File: config.mk
export PLATFORM = sky130hd
export DESIGN_NAME = alu
export DESIGN_NICKNAME = d
export VERILOG_FILES = /design/src/rtl/alu.sv
export SDC_FILE = /design/constraint.sdc
export NUM_CORES = 1
export LEC_CHECK = 0
export ABC_AREA = 1
export BUFFER_PORTS_ARGS = -buffer_cell sky130_fd_sc_hd__clkbuf_2
export CORE_ASPECT_RATIO = 1.4
export CORE_UTILIZATION = 55
export DETAILED_ROUTE_END_ITERATION = 8
export GPL_ROUTABILITY_DRIVEN = 0
export PLACE_DENSITY_LB_ADDON = 0.05
export SYNTH_ARGS = -nofsm -noshare
export SYNTH_HDL_FRONTEND = slang
export SYNTH_SLANG_ARGS = --single-unit
File: constraint.sdc
create_clock -name I_CLK -period 1 [get_ports I_CLK]
set_input_delay 0.15 -clock I_CLK [delete_from_list [all_inputs] [get_ports I_CLK]]
set_output_delay 0.15 -clock I_CLK [all_outputs]
set_load 0.02 [all_outputs]
File: src/rtl/alu.sv
// -----------------------------------------------------------------------------
// alu -- 16-bit integer ALU with registered result and condition flags for the
// CompactRISC16 datapath. A combinational core computes one of twelve
// operations. Result and flags are captured together on each enabled rising
// clock edge.
//
// Ports:
//   I_CLK      in   1   clock, rising edge
//   I_NRESET   in   1   asynchronous active-low reset (clears O_C / O_STATUS)
//   I_ENABLE   in   1   capture enable; outputs hold while low
//   I_A        in  16   operand A (source / shift value)
//   I_B        in  16   operand B (destination operand / shift amount)
//   I_OPCODE   in   4   operation select (12..15 give zero result and flags)
//   O_C        out 16   registered result
//   O_STATUS   out  5   registered flags {N, Z, F, L, C}
//
// Build option:
//   ALU_ARSH_SIGN_EXT_EN -- when defined, ARSH is a true arithmetic right shift
//   that fills with A[15]. When undefined, ARSH behaves like RSH (zero fill).
// -----------------------------------------------------------------------------
module alu (
   input  logic        I_CLK,
   input  logic        I_NRESET,
   input  logic        I_ENABLE,
   input  logic [15:0] I_A,
   input  logic [15:0] I_B,
   input  logic [3:0]  I_OPCODE,
   output logic [15:0] O_C,
   output logic [4:0]  O_STATUS
);

   localparam int DATA_W = 16;

   localparam logic [3:0] OP_ADD  = 4'd0;
   localparam logic [3:0] OP_ADDC = 4'd1;
   localparam logic [3:0] OP_MUL  = 4'd2;
   localparam logic [3:0] OP_SUB  = 4'd3;
   localparam logic [3:0] OP_NOT  = 4'd4;
   localparam logic [3:0] OP_AND  = 4'd5;
   localparam logic [3:0] OP_OR   = 4'd6;
   localparam logic [3:0] OP_XOR  = 4'd7;
   localparam logic [3:0] OP_LSH  = 4'd8;
   localparam logic [3:0] OP_RSH  = 4'd9;
   localparam logic [3:0] OP_ALSH = 4'd10;
   localparam logic [3:0] OP_ARSH = 4'd11;

   // The shift amount is the full 16-bit B. Any amount of 16 or more shifts
   // everything out, so only B[3:0] matters once B[15:4] is zero.
   function automatic logic [DATA_W-1:0] shl(input logic [DATA_W-1:0] v,
                                             input logic [DATA_W-1:0] amt);
      if (amt[15:4] != 12'd0) shl = '0;
      else                    shl = v << amt[3:0];
   endfunction

   function automatic logic [DATA_W-1:0] shr(input logic [DATA_W-1:0] v,
                                             input logic [DATA_W-1:0] amt);
      if (amt[15:4] != 12'd0) shr = '0;
      else                    shr = v >> amt[3:0];
   endfunction

`ifdef ALU_ARSH_SIGN_EXT_EN
   function automatic logic [DATA_W-1:0] sar(input logic [DATA_W-1:0] v,
                                             input logic [DATA_W-1:0] amt);
      logic signed [DATA_W-1:0] vs;
      vs = $signed(v);
      if (amt[15:4] != 12'd0) sar = {DATA_W{v[DATA_W-1]}};
      else                    sar = vs >>> amt[3:0];
   endfunction
`endif

   logic [DATA_W-1:0] r;
   logic              flag_c, flag_l, flag_f, flag_z, flag_n;
   logic              valid_op;
   logic [DATA_W-1:0] c_d, c_q;
   logic [4:0]        status_d, status_q;

   // Combinational core
   always_comb begin
      r        = '0;
      flag_c   = 1'b0;
      flag_l   = 1'b0;
      flag_f   = 1'b0;
      flag_n   = 1'b0;
      valid_op = 1'b1;

      case (I_OPCODE)
         OP_ADD: begin
            r      = I_A + I_B;
            flag_f = (I_A[15] == I_B[15]) && (r[15] != I_A[15]);
            flag_n = r[15];
         end
         OP_ADDC: begin
            r      = I_A + I_B + 16'd1;
            flag_f = (I_A[15] == I_B[15]) && (r[15] != I_A[15]);
            // Sign of the true 17-bit sum, not simply R[15].
            flag_n = ((I_A[15] != I_B[15]) && r[15]) || (I_A[15] && I_B[15]);
         end
         OP_MUL: begin
            // The low 16 bits of a two's-complement product equal those of
            // the unsigned product, so no sign extension is needed.
            r      = I_A * I_B;
            flag_n = r[15];
         end
         OP_SUB: begin
            r      = I_B - I_A;
            flag_f = (I_A[15] != I_B[15]) && (r[15] != I_B[15]);
            flag_n = $signed(I_B) < $signed(I_A);
            flag_l = I_B < I_A;
         end
         OP_NOT:  begin r = ~I_A;          flag_n = r[15]; end
         OP_AND:  begin r = I_A & I_B;     flag_n = r[15]; end
         OP_OR:   begin r = I_A | I_B;     flag_n = r[15]; end
         OP_XOR:  begin r = I_A ^ I_B;     flag_n = r[15]; end
         OP_LSH,
         OP_ALSH: begin r = shl(I_A, I_B); flag_n = r[15]; end
         OP_RSH:  begin r = shr(I_A, I_B); flag_n = r[15]; end
         OP_ARSH: begin
`ifdef ALU_ARSH_SIGN_EXT_EN
            r = sar(I_A, I_B);
`else
            r = shr(I_A, I_B);
`endif
            flag_n = r[15];
         end
         default: valid_op = 1'b0;
      endcase

      // Reserved opcodes clear every flag, including Z.
      flag_z = valid_op && (r == '0);
   end

   // Output register next-state: hold while disabled
   always_comb begin
      c_d      = c_q;
      status_d = status_q;
      if (I_ENABLE) begin
         c_d      = r;
         status_d = {flag_n, flag_z, flag_f, flag_l, flag_c};
      end
   end

   always_ff @(posedge I_CLK or negedge I_NRESET) begin
      if (!I_NRESET) begin
         c_q      <= '0;
         status_q <= '0;
      end else begin
         c_q      <= c_d;
         status_q <= status_d;
      end
   end

   assign O_C      = c_q;
   assign O_STATUS = status_q;

endmodule

==> impl_metrics.env, run 1 <==
export IMPL_cts_buffers_inserted=3
export IMPL_syn_inst=1604
export IMPL_ioPinCount=60
export IMPL_ys_types=49
export IMPL_avgSynthCellArea_um2=6.075
export IMPL_fp_dieW_um=114.5
export IMPL_dp_cells=2195
export IMPL_worst_ep_kind="register data pin"
export IMPL_htreeDepth=1
export IMPL_rows=57
export IMPL_globalRouteTotalUtil=0.6596
export IMPL_clk_path_buf_depth=2
export IMPL_syn_area_um2=9744
export IMPL_synth_seq_cells=20
export IMPL_dpl_hpwl_um=33830
export IMPL_yosysTopAreaCell="nand2_1"
export IMPL_synth_seq_area_share=0.05136
export IMPL_status="did not finish"
export IMPL_synth_area_leaders="nand2_1, fa_1, ha_1"
export IMPL_haltStage="global routing"
export IMPL_grt_max_degree=36
export IMPL_clkSinkCount=20
export IMPL_overflow=27
export IMPL_die_y_um=159.5
export IMPL_cts_root_buffer_cell="clkbuf_16"
export IMPL_initial_core_util=0.5623
export IMPL_synth_top_area_frac=0.1768
export IMPL_synth_nets=1823
export IMPL_firstError="[ERROR GRT-0232] Routing congestion too high. Check the congestion heatmap in the GUI."
export IMPL_yosysWarnings=0
export IMPL_port_buffers=58
export IMPL_postGrtWorstEndpoint="O_C[12]$_DFFE_PN0P_/D"
export IMPL_dp_slack_ps=-4431
==> layer usage <==
layer  GRT usage  overflow
met5      0.1222         0
met4      0.7166         9
met3      0.4180         0
met2      0.8810        17
met1      0.6424         1
==> what timing repair did <==
| item | CTS |
|---|---|
| pin swaps | 134 |
| hold buffers | 1 |
| endpoints found under the setup margin | 20 |
| buffers inserted | 32 |
| gates cloned | 0 |
| gates resized for setup | 226 |
| hold endpoints to repair | 20 |
==> kinds of logic after synthesis <==
group | after synthesis | share of synthesized area
AND/OR/NAND/NOR | 823 | 0.3645
buffers and inverters | 385 | 0.1632
adder cells (fa/ha/maj) | 180 | 0.2943
AO/OA/AOI/OAI | 165 | 0.09848
XOR/XNOR | 30 | 0.02774
flip-flops | 20 | 0.05136
other | 1 | 0.0003848
==> synthesized netlist by cell type, drive strengths merged <==
cell type and n:
nor4 1, xor2 19, nand3 146, ha 98, clkinv 1, and2 2, buf 41, clkbuf 17
nor2 137, a21o 1, nand4 29, inv 326, o2111ai 6, a221oi 7, nand3b 6, fa 82
a211oi 1, nor3 14, nand2 482, xnor2 11, conb 1, o22ai 12, o2111a 1, nor3b 1
o21ai 59, a31oi 3, or2 5, o31ai 4, dfrtp 20, o21bai 3, o211ai 9, a21oi 59
==> through the flow <==
step | hold slack [ps] | instance area, µm²
after floorplan | -145.6 | 10370
after global placement | 119.8 | 13160
after detailed placement | 119.7 | 13160
after CTS | 279.2 | 14390
==> inputs of run 2 (changes only) <==
--- a/config.mk
+++ b/config.mk
@@ -7,11 +7,10 @@
 export LEC_CHECK = 0
 export ABC_AREA = 1
 export BUFFER_PORTS_ARGS = -buffer_cell sky130_fd_sc_hd__clkbuf_2
-export CORE_ASPECT_RATIO = 1.4
-export CORE_UTILIZATION = 55
+export CORE_UTILIZATION = 40
 export DETAILED_ROUTE_END_ITERATION = 8
 export GPL_ROUTABILITY_DRIVEN = 0
-export PLACE_DENSITY_LB_ADDON = 0.05
+export PLACE_DENSITY_LB_ADDON = 0.15
 export SYNTH_ARGS = -nofsm -noshare
 export SYNTH_HDL_FRONTEND = slang
 export SYNTH_SLANG_ARGS = --single-unit
==> run 2 against run 1 <==
The flow now finishes, with violations (negative setup slack); synthesized cell count is the same; area after synthesis unchanged.
==> impl_metrics.env, run 2 <==
export IMPL_grt_max_degree=29
export IMPL_first_pass_iters=5
export IMPL_clk_path_buf_depth=2
export IMPL_irDropWorstVdd_v=0.002323
export IMPL_dpl_hpwl_um=32710
export IMPL_fillers=2186
export IMPL_grt_pass1_vias=11400
export IMPL_regArea_um2=500.5
export IMPL_hp_class="in -> reg"
export IMPL_internal_power_mw=13.76
export IMPL_layout_common_cells="nand2_1, buf_4, inv_1"
export IMPL_swShare=0.5037
export IMPL_die_area_um2=24990
export IMPL_syn_inst=1604
export IMPL_rows=56
export IMPL_synth_seq_area_share=0.05136
export IMPL_ioPinCount=60
export IMPL_via_per_inst=5.165
export IMPL_ys_types=49
export IMPL_cts_buffers_inserted=3
export IMPL_worst_setup_path_start_kind="input port"
export IMPL_clkSinkCount=20
export IMPL_area_growth_pct=54.17
export IMPL_vias=11980
export IMPL_stdcell_area_um2=15020
export IMPL_clock_fmax_mhz=199.4
export IMPL_crit_chain="buf_6, ha_4, fa_2, inv_2, fa_2, inv_2, fa_1, ha_1, fa_1, inv_2, fa_1, inv_2, ha_4, a21oi_4, o21ai_4, buf_4, nand2_1, o211ai_1, a31oi_2, nand2_1, nand3_4, o2111ai_2, o21ai_1, nand2_1"
export IMPL_post_route_drc_count=0
export IMPL_n_antenna_cell=0
export IMPL_critPathCaptureType="register"
export IMPL_synth_async_sr_flop_share=1.000
export IMPL_drt_wl_total_um=39660
export IMPL_synth_nets=1823
export IMPL_antenna_found_initial=0
export IMPL_synth_most_common_cell="nand2_1"
export IMPL_synth_top_area_frac=0.1768
export IMPL_yosysTopAreaCell="nand2_1"
export IMPL_drt_iter0_drc=1040
export IMPL_p_leak_nw=8.128
export IMPL_syn_area_um2=9744
export IMPL_crit_buf_inv=6
export IMPL_die_y_um=158.1
export IMPL_fin_crit_ps=5015
export IMPL_postPlaceCellArea_um2=13260
export IMPL_avgRoutedWirePerCell_um=17.10
export IMPL_port_buffers=58
export IMPL_core_area_um2=23680
export IMPL_clock_latency_ps=240
export IMPL_maxSlewHeadroom=0.5498
export IMPL_largest_reg_flops=16
export IMPL_cp_required_ps=1130
export IMPL_tritoncts="built"
export IMPL_htreeDepth=1
export IMPL_arrival_ps=5140
export IMPL_setup_viol=20
export IMPL_cap_violations=0
export IMPL_final_common_cell="nand2_1"
export IMPL_initial_core_util=0.4115
export IMPL_finalHoldViolCount=0
export IMPL_max_stage_delay_ps=570
export IMPL_grt_pass1_wl_um=60030
export IMPL_multiInputGateArea_um2=8989
export IMPL_share_comb_of_total_power=0.933
export IMPL_fp_dieW_um=158.1
export IMPL_drive_gt1_frac=0.3880
export IMPL_finalCritPeriodShare=5.015
export IMPL_cpMaxStageDelayCell="fa_2"
export IMPL_power_switching_mw=13.97
export IMPL_p_clk_frac=0.028
export IMPL_cpMostUsedCell="inv_2"
export IMPL_status="complete, but fails checks"
export IMPL_clkTransAtPathRegs_ps=50
export IMPL_drtAntennaViolNets=0
export IMPL_clock_skew_ps=0
export IMPL_synth_commonest_cells="nand2_1, inv_1, nand3_1"
export IMPL_dp_slack_ps=-4435
export IMPL_synth_seq_cells=20
export IMPL_synthFlopType="dfrtp_1"
export IMPL_cts_root_buffer_cell="clkbuf_16"
export IMPL_nNetsFinal=2221
export IMPL_globalRouteTotalUtil=0.3135
export IMPL_rsz0062_at_grt="yes"
export IMPL_crit_type="in -> reg"
export IMPL_power_density_nw_per_um2=1846
export IMPL_violations="negative setup slack"
export IMPL_overflow=0
export IMPL_yosysWarnings=0
export IMPL_worst_pin_slew_ps=672.9
export IMPL_avgSynthCellArea_um2=6.075
export IMPL_slew_viol_final=0
export IMPL_synth_edf_count=0
export IMPL_seqPwrFrac=0.038
export IMPL_crit_fanout=8
export IMPL_crit_family="adder cells"
export IMPL_synth_area_leaders="nand2_1, fa_1, ha_1"
export IMPL_setup_slack_ps=-4015
## run 2: final cells by class
class                   count  area share
inverters                 327     0.08437
well taps                 319     0.02657
flip-flops and latches     20     0.03331
multi-input cells        1199      0.5983
repair buffers            451      0.2524
clock buffers               3    0.004997
## run 2: tightest hold or removal path, stage by stage
cell	delay, ps
clkbuf_2	90
buf_4	170
nand2_2	60
nand2_1	40
## run 2: worst paths after layout
kind | slack (ps) | startpoint | to | depth (start not counted)
min reg2reg | 480 | O_C[2]$_DFFE_PN0P_ | O_C[2]$_DFFE_PN0P_ | 2
max reg2reg | 350 | O_C[4]$_DFFE_PN0P_ | O_C[4]$_DFFE_PN0P_ | 2
max | -4020 | I_A[5] | O_STATUS[4]$_DFFE_PN0P_ | 24
max in group asynchronous | 270 | I_NRESET | O_C[11]$_DFFE_PN0P_ | 2
min in group asynchronous | 400 | I_NRESET | O_C[0]$_DFFE_PN0P_ | 2
min | 290 | I_ENABLE | O_C[8]$_DFFE_PN0P_ | 4
## run 2: per-layer routing
layer	up-vias	GRT usage	wire length, µm	share of wire
li1	5778	-	-	-
met1	5669	0.4111	17210	0.43
met2	450	0.5480	18880	0.48
met3	80	0.02217	2301	0.058
met4	0	0.09112	1271	0.032
met5	-	0	0	0
## run 2: repair_timing
item | in CTS | in global routing
pin swaps | 55 | 127
setup endpoints to repair | 20 | 20
hold buffers | 1 | 0
endpoints found under the hold margin | 20 | 0
resized for setup | 157 | 224
cloned | 1 | 0
buffers inserted | 7 | 40
## run 2: power groups by stage
stage               logic (mW)  clock network [mW]  registers [mW]
floorplan                 13.2                   0            1.28
global placement          19.9                   0            1.07
detailed placement        20.3                   0            1.08
CTS                       22.5               0.802            1.07
global route              28.3               0.828            1.09
finish                    25.9               0.783            1.06
## run 2: cell families after synthesis
| kind of cell | synth area share |
|---|---|
| other cells | 0.0003848 |
| xor+xnor | 0.02774 |
| flops | 0.05136 |
| compound gates | 0.09848 |
| fa+ha+maj | 0.2943 |
| buf+inv | 0.1632 |
| simple gates | 0.3645 |
## run 2: through the flow
| stage | hold WS (ps) | instances | TNS, ps | util | power [mW] |
|---|---|---|---|---|---|
| after floorplan | -145.6 | 1604 | -54020 | - | 14.47 |
| after global placement | 128.2 | 2276 | -66290 | 0.5598 | 20.93 |
| after detailed placement | 136.0 | 2276 | -67320 | 0.5598 | 21.33 |
| after CTS | 279.7 | 2288 | -57610 | 0.5941 | 24.39 |
| after global routing | 313.3 | 2319 | -60380 | 0.6344 | 30.20 |
| final | 293.0 | 2319 | -57510 | 0.6344 | 27.73 |
Power figures use the tool's default switching activity.
==> inputs of run 3 (changes only) <==
--- a/config.mk
+++ b/config.mk
@@ -5,7 +5,8 @@
 export SDC_FILE = /design/constraint.sdc
 export NUM_CORES = 1
 export LEC_CHECK = 0
-export ABC_AREA = 1
+export ABC_AREA = 0
+export ABC_CLOCK_PERIOD_IN_PS = 1000
 export BUFFER_PORTS_ARGS = -buffer_cell sky130_fd_sc_hd__clkbuf_2
 export CORE_UTILIZATION = 40
 export DETAILED_ROUTE_END_ITERATION = 8
@@ -14,3 +15,4 @@
 export SYNTH_ARGS = -nofsm -noshare
 export SYNTH_HDL_FRONTEND = slang
 export SYNTH_SLANG_ARGS = --single-unit
+export TNS_END_PERCENT = 10
==> run 3 against run 2 <==
Via count down 14%; clock skew unchanged; first-iteration DRC count down 12%; sequential share of layout area up 0.52 points; die area down 3.7%; the run still ends with negative setup slack left; wire length down 3.6%.
==> impl_metrics.env, run 3 <==
export IMPL_status="complete, but fails checks"
export IMPL_violations="negative setup slack"
export IMPL_cts_buffers_inserted=3
export IMPL_grt_pass1_wl_um=59780
export IMPL_clkSinkCount=20
export IMPL_synthFlopType="dfrtp_1"
export IMPL_grt_pass1_vias=10460
export IMPL_core_area_um2=22850
export IMPL_drive_gt1_frac=0.3484
export IMPL_die_area_um2=24070
export IMPL_grt_max_degree=45
export IMPL_vias=10320
export IMPL_avgSynthCellArea_um2=7.818
export IMPL_ys_types=87
export IMPL_dp_cells=1830
export IMPL_crit_type="in -> reg"
export IMPL_initial_core_util=0.4106
export IMPL_max_stage_delay_ps=450
export IMPL_drt_wl_total_um=38220
export IMPL_drt_iter0_drc=917
export IMPL_worst_pin_slew_ps=948.4
export IMPL_p_leak_nw=6.239
export IMPL_final_common_cell="buf_4"
export IMPL_worstReg2RegStart="O_STATUS[3]$_DFFE_PN0P_"
export IMPL_port_buffers=58
export IMPL_crit_chain="clkbuf_2, clkinv_1, nor2_2, fa_1, inv_1, fa_1, inv_1, fa_2, fa_1, inv_1, fa_1, fa_2, xor2_2, xnor2_1, xnor2_1, xnor2_2, xnor2_2, xnor2_2, a221oi_2, o311ai_1, a31o_2"
export IMPL_synth_seq_area_share=0.05335
export IMPL_synth_top_area_frac=0.1750
export IMPL_critPathCaptureType="register"
export IMPL_cp_startpoint="I_A[8]"
export IMPL_antenna_found_initial=1
export IMPL_globalRouteTotalUtil=0.3264
export IMPL_crit_family="adder cells"
export IMPL_power_mw=25.20
export IMPL_htreeDepth=1
export IMPL_yosysWarnings=0
export IMPL_layout_cells_non_filler=1840
export IMPL_clock_latency_ps=250
export IMPL_cp_required_ps=1140
export IMPL_rsz0062_at_grt="yes"
export IMPL_power_density_nw_per_um2=1940
export IMPL_drtAntennaViolNets=0
export IMPL_maxSlewHeadroom=0.3514
export IMPL_yosysTopAreaCell="fa_1"
export IMPL_largest_reg_flops=16
export IMPL_rows=55
export IMPL_die_y_um=155.1
export IMPL_cpMostUsedCell="fa_1"
export IMPL_via_per_inst=5.608
export IMPL_fin_util=0.5686
export IMPL_finalHoldViolCount=0
export IMPL_avgRoutedWirePerCell_um=20.77
export IMPL_cts_root_buffer_cell="clkbuf_16"
export IMPL_layout_common_cells="buf_4, inv_1, nor2_1"
export IMPL_overflow=0
export IMPL_nNetsFinal=1747
export IMPL_postPlaceCellArea_um2=12430
export IMPL_synth_seq_cells=20
export IMPL_clkTransAtPathRegs_ps=60
export IMPL_clock_fmax_mhz=193.0
export IMPL_setup_slack_ps=-4183
export IMPL_finalCritPeriodShare=5.183
export IMPL_crit_buf_inv=5
export IMPL_arrival_ps=5320
export IMPL_clk_path_buf_depth=2
export IMPL_worst_setup_path_start_kind="input port"
export IMPL_rr_worst_depth=2
export IMPL_stdcell_area_um2=12990
export IMPL_n_antenna_cell=0
export IMPL_synth_commonest_cells="inv_1, nor2_1, nand2_1"
export IMPL_reg2reg_slack_ps=150
export IMPL_dpl_hpwl_um=32490
export IMPL_area_growth_pct=38.46
export IMPL_first_pass_iters=5
export IMPL_post_route_drc_count=0
export IMPL_synth_area_leaders="fa_1, ha_1, mux4_2"
export IMPL_setup_viol=20
export IMPL_tritoncts="built"
export IMPL_cap_violations=0
export IMPL_crit_fanout=4
export IMPL_syn_inst=1200
export IMPL_synth_async_sr_flop_share=1.000
export IMPL_ioPinCount=60
export IMPL_hp_class="in -> async"
export IMPL_irDropWorstVdd_v=0.001745
export IMPL_synth_edf_count=0
export IMPL_synth_most_common_cell="inv_1"
export IMPL_dp_slack_ps=-4654
export IMPL_cpMaxStageDelayCell="fa_2"
export IMPL_fp_dieW_um=155.1
export IMPL_slew_viol_final=0
export IMPL_fin_crit_ps=5183
export IMPL_clock_skew_ps=0
export IMPL_syn_area_um2=9381
export IMPL_synth_nets=1419
export IMPL_reg2reg_to="O_STATUS[3]$_DFFE_PN0P_"
run 3: cell count changes after synthesis, sizes merged, moves of 18 or more:
cell | previous run | this run
o21ai | 59 | 41
nand3 | 146 | 16
nand2 | 482 | 116
nand4 | 29 | 7
xnor2 | 11 | 50
mux4 | 0 | 29
clkbuf | 17 | 49
inv | 326 | 173
run 3: cell type report:
cell class,instances,area [µm²]
fillers,2169,9857
multi-input cells,920,8179
repair buffers,401,3113
inverters,182,716.9
flip-flops and latches,20,500.5
well taps,313,391.6
clock buffers,4,88.84
run 3: where the power goes:
group          leakage, nW  switching [mW]  internal, mW
Combinational         5.95            11.7          11.5
Sequential           0.247           0.128         0.978
Clock               0.0442           0.297         0.609
run 3: worst register-to-register path, stage by stage (launching register included):
cell and delay [ps]:
dfrtp_1 390, nor2b_1 140, a41o_1 210
run 3: kinds of logic (layout without fill, tap and decap cells):
kind of cell	Yosys count	after routing	share of synthesized area
AOI/OAI and AO/OA	240	240	0.1775
xor gates and xnor gates	69	69	0.06442
adders and majority gates	180	180	0.3057
buffers and inverters	260	587	0.1104
DFF	20	20	0.05335
muxes	55	55	0.09896
other	1	1	0.0003997
and+or+nand+nor	375	375	0.1893
run 3: worst max-delay path by stage:
stage	slack, ps	endpoint	cells after the start
after floorplan	-4190	O_STATUS[3]$_DFFE_PN0P_	23
after global placement	-4580	O_STATUS[4]$_DFFE_PN0P_	22
after detailed placement	-4650	O_STATUS[4]$_DFFE_PN0P_	22
after CTS	-4140	O_STATUS[4]$_DFFE_PN0P_	20
after global routing	-4370	O_STATUS[4]$_DFFE_PN0P_	21
final	-4180	O_STATUS[4]$_DFFE_PN0P_	21
run 3: timing repair:
item                                   4_1_cts  5_1_grt
buffers inserted                             7        0
setup endpoints to repair                   20       22
hold buffers                                 1        0
pin swaps                                   34       19
endpoints found under the hold margin       20        0
resized for setup                           83       22
run 3: metrics by stage:
step	hold WS (ps)	setup TNS, ps
finish	407.7	-63580
global route	446.8	-67160
CTS	418.7	-63320
detailed placement	144.2	-72640
global placement	136.0	-71460
floorplan	-145.6	-62390
run 3: routing by layer:
metal,vias up,part of all wire,GRT usage
li1,4743,-,-
met1,5017,0.43,0.4466
met2,475,0.46,0.5307
met3,84,0.074,0.04039
met4,0,0.037,0.1136
met5,-,0,0
==> inputs of run 4 (changes only) <==
==> constraint.sdc (replaced) <==
create_clock -name I_CLK -period 1 [get_ports I_CLK]
set_input_delay 0.2 -clock I_CLK [delete_from_list [all_inputs] [get_ports I_CLK]]
set_output_delay 0.2 -clock I_CLK [all_outputs]
set_load 0.02 [all_outputs]
==> run 4 against run 3 <==
The run still ends with negative setup slack left; critical path depth decreased by 1; sequential power about the same; utilization increased by 2.0 points; global-route usage decreased by 0.30 points; sequential share of layout area decreased by 0.13 points; clock skew unchanged; first-iteration DRC count increased by 16%; largest cell class unchanged; highest routed layer unchanged.
==> impl_metrics.env, run 4 (synthesis gave the netlist of run 3 again) <==
export IMPL_status="complete, but fails checks"
export IMPL_violations="negative setup slack"
export IMPL_vias=10500
export IMPL_via_per_inst=5.663
export IMPL_layout_cells_non_filler=1854
export IMPL_clk_path_buf_depth=2
export IMPL_setup_slack_ps=-4189
export IMPL_clkTransAtPathRegs_ps=60
export IMPL_n_antenna_cell=0
export IMPL_grt_pass1_wl_um=59370
export IMPL_crit_fanout=3
export IMPL_final_common_cell="buf_4"
export IMPL_clock_latency_ps=250
export IMPL_cap_violations=0
export IMPL_rows=55
export IMPL_area_growth_pct=43.24
export IMPL_globalRouteTotalUtil=0.3234
export IMPL_drive_gt1_frac=0.3770
export IMPL_largest_reg_flops=16
export IMPL_rsz0062_at_grt="yes"
export IMPL_dp_cells=1830
export IMPL_clock_skew_ps=0
export IMPL_ioPinCount=60
export IMPL_drt_wl_total_um=39130
export IMPL_maxSlewHeadroom=0.3863
export IMPL_nNetsFinal=1761
export IMPL_post_route_drc_count=0
export IMPL_dpl_hpwl_um=32470
export IMPL_initial_core_util=0.4106
export IMPL_critPathCaptureType="register"
export IMPL_power_mw=26.83
export IMPL_cp_required_ps=1140
export IMPL_overflow=0
export IMPL_clkSinkCount=20
export IMPL_grt_max_degree=45
export IMPL_arrival_ps=5330
export IMPL_dp_slack_ps=-4721
export IMPL_cts_root_buffer_cell="clkbuf_16"
export IMPL_tritoncts="built"
export IMPL_drt_iter0_drc=1061
export IMPL_worst_pin_slew_ps=897.3
export IMPL_port_buffers=58
export IMPL_crit_type="in -> reg"
export IMPL_antenna_found_initial=0
export IMPL_finalCritPeriodShare=5.189
export IMPL_core_area_um2=22850
export IMPL_finalHoldViolCount=0
export IMPL_power_density_nw_per_um2=1996
export IMPL_fin_util=0.5882
export IMPL_grt_pass1_vias=10390
export IMPL_htreeDepth=1
export IMPL_worst_setup_path_start_kind="input port"
export IMPL_clock_fmax_mhz=192.7
export IMPL_cts_buffers_inserted=3
export IMPL_fin_crit_ps=5189
export IMPL_die_y_um=155.1
export IMPL_setup_viol=28
export IMPL_p_leak_nw=6.369
export IMPL_fp_dieW_um=155.1
export IMPL_layout_common_cells="buf_4, inv_1, nor2_1"
export IMPL_avgRoutedWirePerCell_um=21.11
export IMPL_irDropWorstVdd_v=0.002034
export IMPL_first_pass_iters=5
export IMPL_die_area_um2=24070
export IMPL_drtAntennaViolNets=0
export IMPL_whs_ps=465.2
export IMPL_hp_class="in -> reg"
export IMPL_slew_viol_final=0
==> run 4: final timing paths <==
kind | start | to | slack [ps] | cells after the start
setup / recovery | I_A[7] | O_STATUS[4]$_DFFE_PN0P_ | -4190 | 20
hold / removal | I_ENABLE | O_C[15]$_DFFE_PN0P_ | 470 | 3
setup reg to reg | O_STATUS[3]$_DFFE_PN0P_ | O_STATUS[3]$_DFFE_PN0P_ | 150 | 2
hold reg to reg | O_C[3]$_DFFE_PN0P_ | O_C[3]$_DFFE_PN0P_ | 510 | 1
max in group asynchronous | I_NRESET | O_STATUS[1]$_DFFE_PN0P_ | 160 | 2
min in group asynchronous | I_NRESET | O_C[3]$_DFFE_PN0P_ | 490 | 2
==> run 4: routing by layer <==
layer / GRT usage / up-vias / part of all wire
met3: 0.03816 / 92 / 0.086
met1: 0.4429 / 5105 / 0.42
met4: 0.1099 / 0 / 0.037
met2: 0.5279 / 523 / 0.46
li1: - / 4779 / -
met5: 0 / - / 0
==> run 4: worst max-delay path, cell delays in order <==
cell      delay [ps]
buf_8            100
ha_4             150
inv_2             40
fa_1             520
fa_1             580
inv_1             60
fa_1             500
fa_1             520
inv_2             40
fa_1             490
fa_2             400
xor2_2           190
xnor2_1          200
xnor2_1          150
xnor2_1          180
xnor2_2          190
xnor2_2          130
a221oi_2         300
o311ai_1         150
a31o_2           240
==> run 4: power by group <==
group / internal, mW / switching (mW)
sequential: 0.976 / 0.133
clock: 0.795 / 0.319
combinational: 12.2 / 12.4
total: 14.0 / 12.9
==> run 4: area by class of cell <==
cell class	count	area (µm²)
fillers	2115	9409
multi-input cells	920	8347
repair buffers	415	3377
inverters	182	716.9
flip-flops and latches	20	500.5
well taps	313	391.6
clock buffers	3	75.07
clock inverters	1	30.03
==> run 4: what timing repair did <==
action                                 in CTS  in global routing
setup endpoints to repair                  33                 40
hold buffers                                1                  0
gates resized for setup                    36                203
setup buffers                               3                 17
pin swaps                                  21                 43
cloned                                      0                  1
endpoints found under the hold margin      20                  0
==> run 4: stage by stage <==
step	area, µm²	TNS, ps
after floorplan	9608	-63390
after global placement	12430	-72460
after detailed placement	12430	-73760
after CTS	12710	-67320
after global routing	13440	-67300
final	13440	-64010
